`src/rtl/lcd_read_control.sv`:
```
// HD44780-style 4-bit read controller (RW=1): reads BF/AC or one RAM byte,
// with an optional busy-flag poll loop bounded by a cycle timeout.
module lcd_read_control #(
  parameter int SETUP_CYCLES      = 2,
  parameter int E_HIGH_CYCLES     = 12,
  parameter int HOLD_CYCLES       = 1,
  parameter int NIBBLE_GAP_CYCLES = 50,
  parameter int POLL_TIMEOUT      = 100000
) (
  input  logic       Clock,
  input  logic       Reset,
  input  logic       iRead_Request,
  input  logic       iRegisterSelect,
  input  logic       iPoll,
  input  logic [3:0] iLCD_Data,
  output logic       oLCD_Enabled,
  output logic       oLCD_RegisterSelect,
  output logic       oLCD_ReadWrite,
  output logic       oLCD_StrataFlashControl,
  output logic       oBusy,
  output logic       oRead_Valid,
  output logic [7:0] oRead_Data,
  output logic       oBusyFlag,
  output logic [6:0] oAddress,
  output logic       oTimeout,
  output logic [3:0] oState
);

  // Request/response handshake: iRead_Request is accepted only in IDLE; oBusy
  // stays high until the IDLE cycle after the single-cycle oRead_Valid or
  // oTimeout pulse, and oRead_Data is valid from that pulse onward.

  typedef enum logic [3:0] {
    IDLE, SETUP_H, E_H, HOLD_H, GAP, SETUP_L, E_L, HOLD_L, DONE
  } stateType;

  localparam logic [15:0] SetupLast = 16'(SETUP_CYCLES - 1);
  localparam logic [15:0] EHighLast = 16'(E_HIGH_CYCLES - 1);
  localparam logic [15:0] HoldLast  = 16'(HOLD_CYCLES - 1);
  localparam logic [15:0] GapLast   = 16'(NIBBLE_GAP_CYCLES - 1);
  localparam logic [31:0] PollLimit = 32'(POLL_TIMEOUT);

  stateType    state, nextState;
  logic [15:0] stateCount;
  logic [31:0] pollCount;
  logic        rsLatched, pollLatched, gapToHigh;
  logic [3:0]  highNibble, lowNibble;
  logic        pollRetry, pollExpired;

  // Only a BF/AC read can poll, so bit 7 of the result is the busy flag here.
  assign pollExpired = pollCount >= PollLimit;
  assign pollRetry   = pollLatched && oRead_Data[7] && !pollExpired;

  always_comb begin
    nextState = state;
    case (state)
      IDLE:    if (iRead_Request) nextState = SETUP_H;
      SETUP_H: if (stateCount == SetupLast) nextState = E_H;
      E_H:     if (stateCount == EHighLast) nextState = HOLD_H;
      HOLD_H:  if (stateCount == HoldLast) nextState = GAP;
      GAP:     if (stateCount == GapLast) nextState = gapToHigh ? SETUP_H : SETUP_L;
      SETUP_L: if (stateCount == SetupLast) nextState = E_L;
      E_L:     if (stateCount == EHighLast) nextState = HOLD_L;
      HOLD_L:  if (stateCount == HoldLast) nextState = DONE;
      DONE:    nextState = pollRetry ? GAP : IDLE;
      default: nextState = IDLE;
    endcase
  end

  always_ff @(posedge Clock or negedge Reset) begin
    if (!Reset) begin
      state       <= IDLE;
      stateCount  <= '0;
      pollCount   <= '0;
      rsLatched   <= 1'b0;
      pollLatched <= 1'b0;
      gapToHigh   <= 1'b0;
      highNibble  <= '0;
      lowNibble   <= '0;
      oRead_Data  <= '0;
      oBusyFlag   <= 1'b0;
      oAddress    <= '0;
    end else begin
      state <= nextState;
      if (state == IDLE || nextState != state) stateCount <= '0;
      else                                      stateCount <= stateCount + 16'd1;

      if (state == IDLE && iRead_Request) begin
        rsLatched   <= iRegisterSelect;
        pollLatched <= iPoll && !iRegisterSelect;
        pollCount   <= '0;
      end else if (state != IDLE && pollLatched && pollCount != '1) begin
        pollCount <= pollCount + 32'd1;
      end

      if (state == HOLD_H) gapToHigh <= 1'b0;
      else if (state == DONE) gapToHigh <= 1'b1;

      if (state == E_H && stateCount == EHighLast) highNibble <= iLCD_Data;
      if (state == E_L && stateCount == EHighLast) lowNibble  <= iLCD_Data;

      // Result registers load on entry to DONE so they line up with the pulse.
      if (state == HOLD_L && stateCount == HoldLast) begin
        oRead_Data <= {highNibble, lowNibble};
        oBusyFlag  <= !rsLatched && highNibble[3];
        oAddress   <= rsLatched ? 7'h00 : {highNibble[2:0], lowNibble};
      end
    end
  end

  assign oLCD_Enabled            = (state == E_H) || (state == E_L);
  assign oLCD_ReadWrite          = (state != IDLE);
  assign oLCD_RegisterSelect     = (state != IDLE) && rsLatched;
  assign oLCD_StrataFlashControl = 1'b1;
  assign oBusy                   = (state != IDLE);
  assign oRead_Valid             = (state == DONE) && !(pollLatched && oRead_Data[7]);
  assign oTimeout                = (state == DONE) && pollLatched && oRead_Data[7] && pollExpired;
  assign oState                  = state;

endmodule

```
`config.mk`:
```
export PLATFORM = sky130hd
export DESIGN_NAME = lcd_read_control
export DESIGN_NICKNAME = d
export VERILOG_FILES = /design/src/rtl/lcd_read_control.sv
export SDC_FILE = /design/constraint.sdc
export NUM_CORES = 1
export LEC_CHECK = 0
export ABC_AREA = 1
export CAP_MARGIN = 10
export CORE_MARGIN = 5
export CORE_UTILIZATION = 50
export CTS_CLUSTER_SIZE = 30
export DETAILED_ROUTE_END_ITERATION = 16
export PLACE_DENSITY_LB_ADDON = 0.1
export SETUP_SLACK_MARGIN = 0.5
export SLEW_MARGIN = 20
export SYNTH_ARGS = -nofsm -noshare
export SYNTH_HDL_FRONTEND = slang
export SYNTH_SLANG_ARGS = --single-unit
```
`constraint.sdc`:
```
create_clock -name Clock -period 2.2 [get_ports Clock]
set_input_delay 0.22 -clock Clock [delete_from_list [all_inputs] [get_ports Clock]]
set_output_delay 0.22 -clock Clock [all_outputs]
set_load 0.01 [all_outputs]
```
=== Word level (Yosys, flattened, before mapping) ===
Cells that the tools add are included.

* Flip-flop bits (word level): 79
* Output and inout bits: 27

* Add/subtract/negate cells: 2
* $lt $le $gt $ge: 1
* Equal/unequal tests: 13
* Mux-type cells: 17
* Reduce and logical (&&, ||, !) cells: 26

{| class="wikitable"
|+ Operators by type and width
! operator !! count
|-
| 32-bit 2-to-1 mux || 2
|-
| 4-bit one-hot mux with 9 select lines || 1
|-
| 32-bit by 1-bit adder with 32-bit output, second input constant || 1
|-
| 32-bit by 17-bit greater-or-equal comparator with 1-bit output, second input constant || 1
|-
| 4-bit 2-to-1 mux || 8
|-
| 32-bit inequality test, second input constant || 1
|-
| 16-bit by 1-bit adder with 16-bit output, second input constant || 1
|-
| 16-bit by 1-bit == test with 1-bit output, second input constant || 1
|-
| 16-bit by 4-bit == test with 1-bit output, second input constant || 1
|-
| 16-bit by 6-bit == test with 1-bit output, second input constant || 1
|-
| 4-bit by 3-bit == test with 1-bit output, second input constant || 4
|-
| 16-bit zero test || 1
|-
| 16-bit 2-to-1 mux || 1
|-
| 1-bit logical AND || 15
|-
| 4-bit by 2-bit == test with 1-bit output, second input constant || 2
|-
| 7-bit 2-to-1 mux || 1
|-
| 3-bit 2-to-1 mux || 2
|-
| 4-bit by 1-bit == test with 1-bit output, second input constant || 1
|-
| 4-bit == test, second input constant || 1
|-
| 1-bit zero test || 4
|-
| 4-bit zero test || 1
|-
| 4-bit inequality test || 1
|-
| 2-bit nonzero test || 2
|-
| 4-bit nonzero test || 1
|-
| other kinds (2) || 4
|}

=== Logic depth before layout (Yosys ltp) ===
Gate-level depths: netlist (run 1).

* Word-level depth: 8
* Gate-level depth with buffers: 12

=== Least setup slack after synthesis (run 1) ===
No wires, ideal clock.

* Kind: reg2reg
* Start point: reg pollCount[1]
* End point: reg pollCount[10]
* Data arrival time: 1.547 ns
* Setup slack: 0.536 ns
* Stages on the path, launching flop included: 12
* Period minus slack after synthesis: 1.664 ns
* Path through: dfrtp_1 ha_1 nand3_1 inv_2 nand2_4 nor2_4 nand2_2 nand2_2 nand2_4 buf_2 nand2_1 nand2_1

* Longest elaborated chain between the ends: 3
* Elaborated cells between the ends (all ways): 6
* Classes of those cells: add/sub: 1; eq/ne: 1; mux: 2; reduce/logical: 2

{| class="wikitable"
|+ RTL lines
! item !! line !! RTL
|-
| from (decl) || 45 || <nowiki>logic [31:0] pollCount;</nowiki>
|-
| from (signal assigned) || 93 || <nowiki>pollCount <= pollCount + 32'd1;</nowiki>
|-
| 32-bit by 1-bit adder with 32-bit output or 32-bit inequality test (tied branches) || 93, 92 ||
|-
| 32-bit 2-to-1 mux or 1-bit logical AND (tied branches) || 92 || <nowiki>end else if (state != IDLE && pollLatched && pollCount != '1) begin</nowiki>
|-
| 32-bit 2-to-1 mux or 2-bit nonzero test (tied branches) || - ||
|}

Several ways; a longest one is shown, not always the timed one. The select of a mux whose other input is x is not followed.
A chain may end at the register's enable or synchronous reset.

=== Worst setup path in the final report (run 1) ===
* Start point: reg state[0], in the netlist oState[0]
* End point: reg state[2], in the netlist oState[2]

* Longest elaborated chain between the ends: 2
* Elaborated cells between the ends (all ways): 10
* Classes of those cells: eq/ne: 8; mux: 1; reduce/logical: 1

{| class="wikitable"
|+ RTL lines
! item !! line !! RTL
|-
| from (decl) || 43 || <nowiki>stateType state, nextState;</nowiki>
|-
| from (signal assigned) || 84 || <nowiki>state <= nextState;</nowiki>
|-
| 4-bit == test, or another cell as far along || 56 || <nowiki>case (state)</nowiki>
|-
| 4-bit one-hot mux with 9 select lines (*) || 56 ||
|-
| net nextState[2] || 43 ||
|}

The timed path passes the listed nets; every way through them passes the cells marked *.

==> results.cfg, run 1 <==
[worst_setup_path]
critical_path.slowest_cell = sky130_fd_sc_hd__dfrtp_1
setup.worst_path.class = reg -> reg
critical_path.max_stage_delay_ns = 0.40
timing.critical_path.from_type = flip-flop
cp.arrival_ns = 2.22
critical_path_peak_fanout = 3
rr_worst_depth = 14
worst-path-buf-inv = 8
timing.reg2reg.setup_slack_ns = 0.28
regToRegStartpoint = oState[0]
critical_path.most_common_cell = sky130_fd_sc_hd__buf_6
path_delay_family = simple AND/OR/NAND/NOR gates
endpoint_required_time_on_the_critical_path_ns = 2.50
crit_path_cell_trace = or2_4 -> nor2_4 -> nand2_4 -> nor2_4 -> buf_6 -> buf_6 -> buf_6 -> buf_6 -> buf_4 -> buf_4 -> buf_4 -> buf_6 -> nand3_2 -> nand3_2
setup.worst_path.end_class = flip-flop
regToRegEndpoint = oState[2]

[drt]
wl_per_cell_um = 17.0
avgViaCountPerCell = 5.55
remaining_drc_errors = 0
drt_first_iter_violations = 286
totalWireLength_mm = 14.5
detail-route-antenna-nets = 0
routed-via-count = 4730
number_of_iterations_in_the_first_detailed_routing_pass = 5

[clock_tree]
cts_root_buffer = sky130_fd_sc_hd__clkbuf_8
tritoncts_clock_tree = built
number_of_buffers_between_clock_root_and_the_deepest_sink = 2
clk_latency_ns = 0.36
ctsHtreeMaxLevel = 3
cts.sink_count = 79
cts-buffers-inserted = 9
clk_pin_slew_worst_paths_ns = 0.10

[timing]
min_period_over_period_pct = 87.3
timing.final.hold_violations = 0
post_route_clock_skew_ns = 0.0188
setup_repair_after_global_routing_missed_its_margin = true
setup-violations-final = 0
max_freq_ghz = 0.521
final-max-slew-violation-count = 0
tns_ns = 0
fin_crit_ns = 1.92

[logic_synthesis]
synthesized_cell_area_um2 = 4590
top_area_cell_type_share_of_the_netlist_area_pct = 43.0
synth.top_cells.by_area = sky130_fd_sc_hd__dfrtp_1, sky130_fd_sc_hd__nand2_1, sky130_fd_sc_hd__nor2_1
ys_seq_elements = 79
synthesis.nets = 635
post-synth-top-count-cell = sky130_fd_sc_hd__nand2_1
synth-seq-area-share_pct = 43.0
syn_inst = 621
synth_cell_type_count = 35
ys_async_sr_fraction_pct = 100
synth.yosys.warnings = 0
synthDominantAreaCellType = sky130_fd_sc_hd__dfrtp_1
synth.top_cells.by_count = sky130_fd_sc_hd__nand2_1, sky130_fd_sc_hd__nor2_1, sky130_fd_sc_hd__dfrtp_1, sky130_fd_sc_hd__inv_1, sky130_fd_sc_hd__nand3_1
dominantRegCellSynth = sky130_fd_sc_hd__dfrtp_1
syn_area_per_cell_um2 = 7.40
synth_enable_flop_cells = 0

[layout]
antenna-diode-count = 0
fin_nets = 750
area_growth_syn_to_layout_pct = 43.8
nFillCells = 651
finish.instance_area_um2 = 6610
post_route_cells_drive_above_1_share_pct = 33.6

[pwr]
share_of_total_power_in_the_clock_network_pct = 41.0
p_leak_nw = 3.27
power-per-cell-area_nw_per_um2 = 388
vdd.ir_drop.worst_uv = 307
power.combinational.fraction_pct = 2.2
power.share.switching_pct = 24.7
cell_internal_pwr_mw = 1.93
pwr-share-seq_pct = 56.8
power.switching_mw = 0.633

[floorplanning]
rows = 35
num_io_pins = 36
die-height_um = 106
die_area_um2 = 11200
die_w_um = 106
core-area_um2 = 9110
initial_utilization_pct = 50.4

[run_status]
status = finished clean

[placement]
io_buffer_count = 34
half_perimeter_wire_length_of_the_detailed_placement_result_mm = 8.19
gp_routability_congestion = 0.919
area_of_placed_instances_um2 = 5040

[global_route]
grt_max_degree = 36
antenna_found_initial = 0
global_routing_usage_on_met1_pct = 29.3
globalRouteMet3Util_pct = 4.65
busiest_layer_in_global_routing = met2
grt_remaining_overflow = 0
grt_pass1_wl_mm = 20.6
global_route.usage.met2_pct = 39.1
number_of_global_route_vias_before_repair = 4311
grtUsageTotal_pct = 22.9

[hold_path]
worst_hold_path_type = in -> async

[run]
cap_viol_max_count = 0
==> metrics by stage <==
step	total power [mW]	hold slack, ns	util, %	instances	setup WS (ns)
after floorplan	1.49	-0.0756	-	621	0.536
after global placement	1.54	0.182	55.4	760	0.144
after detailed placement	1.54	0.187	55.4	760	0.0578
after CTS	2.59	0.329	62.6	816	0.365
after global routing	2.66	0.348	72.5	852	0.224
final	2.56	0.332	72.5	852	0.279
==> placed cells by master, fill, tap and decap left out, types with 5 or more instances in the layout <==
| cell | netlist | layout |
|---|---|---|
| sky130_fd_sc_hd__inv_2 | 1 | 8 |
| sky130_fd_sc_hd__o21ai_0 | 20 | 12 |
| sky130_fd_sc_hd__nand2_2 | 5 | 38 |
| sky130_fd_sc_hd__nor2_2 | 2 | 13 |
| sky130_fd_sc_hd__xnor2_1 | 11 | 11 |
| sky130_fd_sc_hd__dfrtp_2 | 0 | 13 |
| sky130_fd_sc_hd__inv_1 | 51 | 42 |
| sky130_fd_sc_hd__buf_4 | 2 | 47 |
| sky130_fd_sc_hd__nand2_4 | 3 | 14 |
| sky130_fd_sc_hd__a21o_1 | 6 | 6 |
| sky130_fd_sc_hd__o21ai_1 | 6 | 13 |
| sky130_fd_sc_hd__buf_6 | 4 | 18 |
| sky130_fd_sc_hd__nand2_1 | 204 | 159 |
| sky130_fd_sc_hd__nor3_2 | 0 | 16 |
| sky130_fd_sc_hd__dfrtp_1 | 79 | 66 |
| sky130_fd_sc_hd__nor2_4 | 5 | 16 |
| sky130_fd_sc_hd__nand3_2 | 0 | 5 |
| sky130_fd_sc_hd__clkbuf_8 | 0 | 10 |
| sky130_fd_sc_hd__clkdlybuf4s50_1 | 0 | 25 |
| sky130_fd_sc_hd__xor2_1 | 17 | 17 |
| sky130_fd_sc_hd__nand4_1 | 21 | 21 |
| sky130_fd_sc_hd__nand3_1 | 43 | 38 |
| sky130_fd_sc_hd__nor2_1 | 88 | 66 |
| sky130_fd_sc_hd__buf_12 | 0 | 9 |
==> how the worst max path moves through the flow <==
stage                          endpoint  slack, ns  depth (start not counted)          from
after floorplan           pollCount[10]       0.54                         11  pollCount[1]
after global placement         oTimeout       0.14                          6     oState[0]
after detailed placement   pollCount[2]       0.06                          7     oState[3]
after CTS                     oState[2]       0.37                         14     oState[1]
after global routing          oState[2]       0.22                         14     oState[0]
final                         oState[2]       0.28                         14     oState[0]
==> worst reg2reg max path: cells and delay by family (launching register included) <==
family	cells	cell delay (ns)
flip-flops	1	0.40
AND/OR/NAND/NOR	6	0.76
buffers and inverters	8	0.72
==> flip-flops by register name, summed over array words and instances, names as in the netlist <==
name         count
gapToHigh        1
highNibble       4
lowNibble        4
oAddress         7
oBusyFlag        1
oRead_Data       8
oState           4
pollCount       32
pollLatched      1
rsLatched        1
stateCount      16
==> layer usage <==
metal,routed length [µm],share of wire [%]
met1,5980,41
met2,7300,50
met3,740,5.1
met5,0,0
met4,491,3.4
==> final cells by class <==
type                            instances  area, µm²  area share, %
Multi-Input combinational cell        479       2870           43.5
Sequential cell                        79       1990           30.2
Timing Repair Buffer                  110       1140           17.2
Inverter                               54        225           3.41
Tap cell                              111        139           2.10
Clock buffer                           10        138           2.08
Clock inverter                          6       51.3          0.777
Timing Repair inverter                  3       48.8          0.739
==> logic make-up (layout without fill, tap and decap cells) <==
logic type / count (synthesis) / after routing / share of synthesized area (%)
AND/OR/NAND/NOR: 401 / 404 / 38.5
flip-flops: 79 / 79 / 43.0
buffers and inverters: 67 / 183 / 6.54
AO/OA/AOI/OAI: 40 / 41 / 5.12
XOR/XNOR: 28 / 28 / 5.34
adder cells (fa/ha/maj): 5 / 5 / 1.36
other: 1 / 1 / 0.0816
==> power groups by stage <==
stage	clock, mW	combinational, mW	sequential [mW]
4_1_cts	1.08	0.0581	1.46
6_report	1.05	0.0568	1.46
5_1_grt	1.14	0.0659	1.46
3_5_place_dp	0	0.0566	1.49
2_1_floorplan	0	0.00631	1.49
3_3_place_gp	0	0.0562	1.49
==> repair_timing <==
action	CTS	global route
pin swaps	17	46
setup buffers	35	31
gates cloned	4	5
hold buffers	1	0
hold endpoints to repair	29	0
endpoints found under the setup margin	62	82
gates resized for setup	64	163
No activity file was read; power rests on OpenSTA's default activity.
==> inputs of run 2 (changes only) <==
--- a/config.mk
+++ b/config.mk
@@ -9,6 +9,7 @@
 export CAP_MARGIN = 10
 export CORE_MARGIN = 5
 export CORE_UTILIZATION = 50
+export CTS_CLUSTER_DIAMETER = 120
 export CTS_CLUSTER_SIZE = 30
 export DETAILED_ROUTE_END_ITERATION = 16
 export PLACE_DENSITY_LB_ADDON = 0.1
==> results of run 2 <==
Final layout, timing and power as in run 1 (identical DEF).
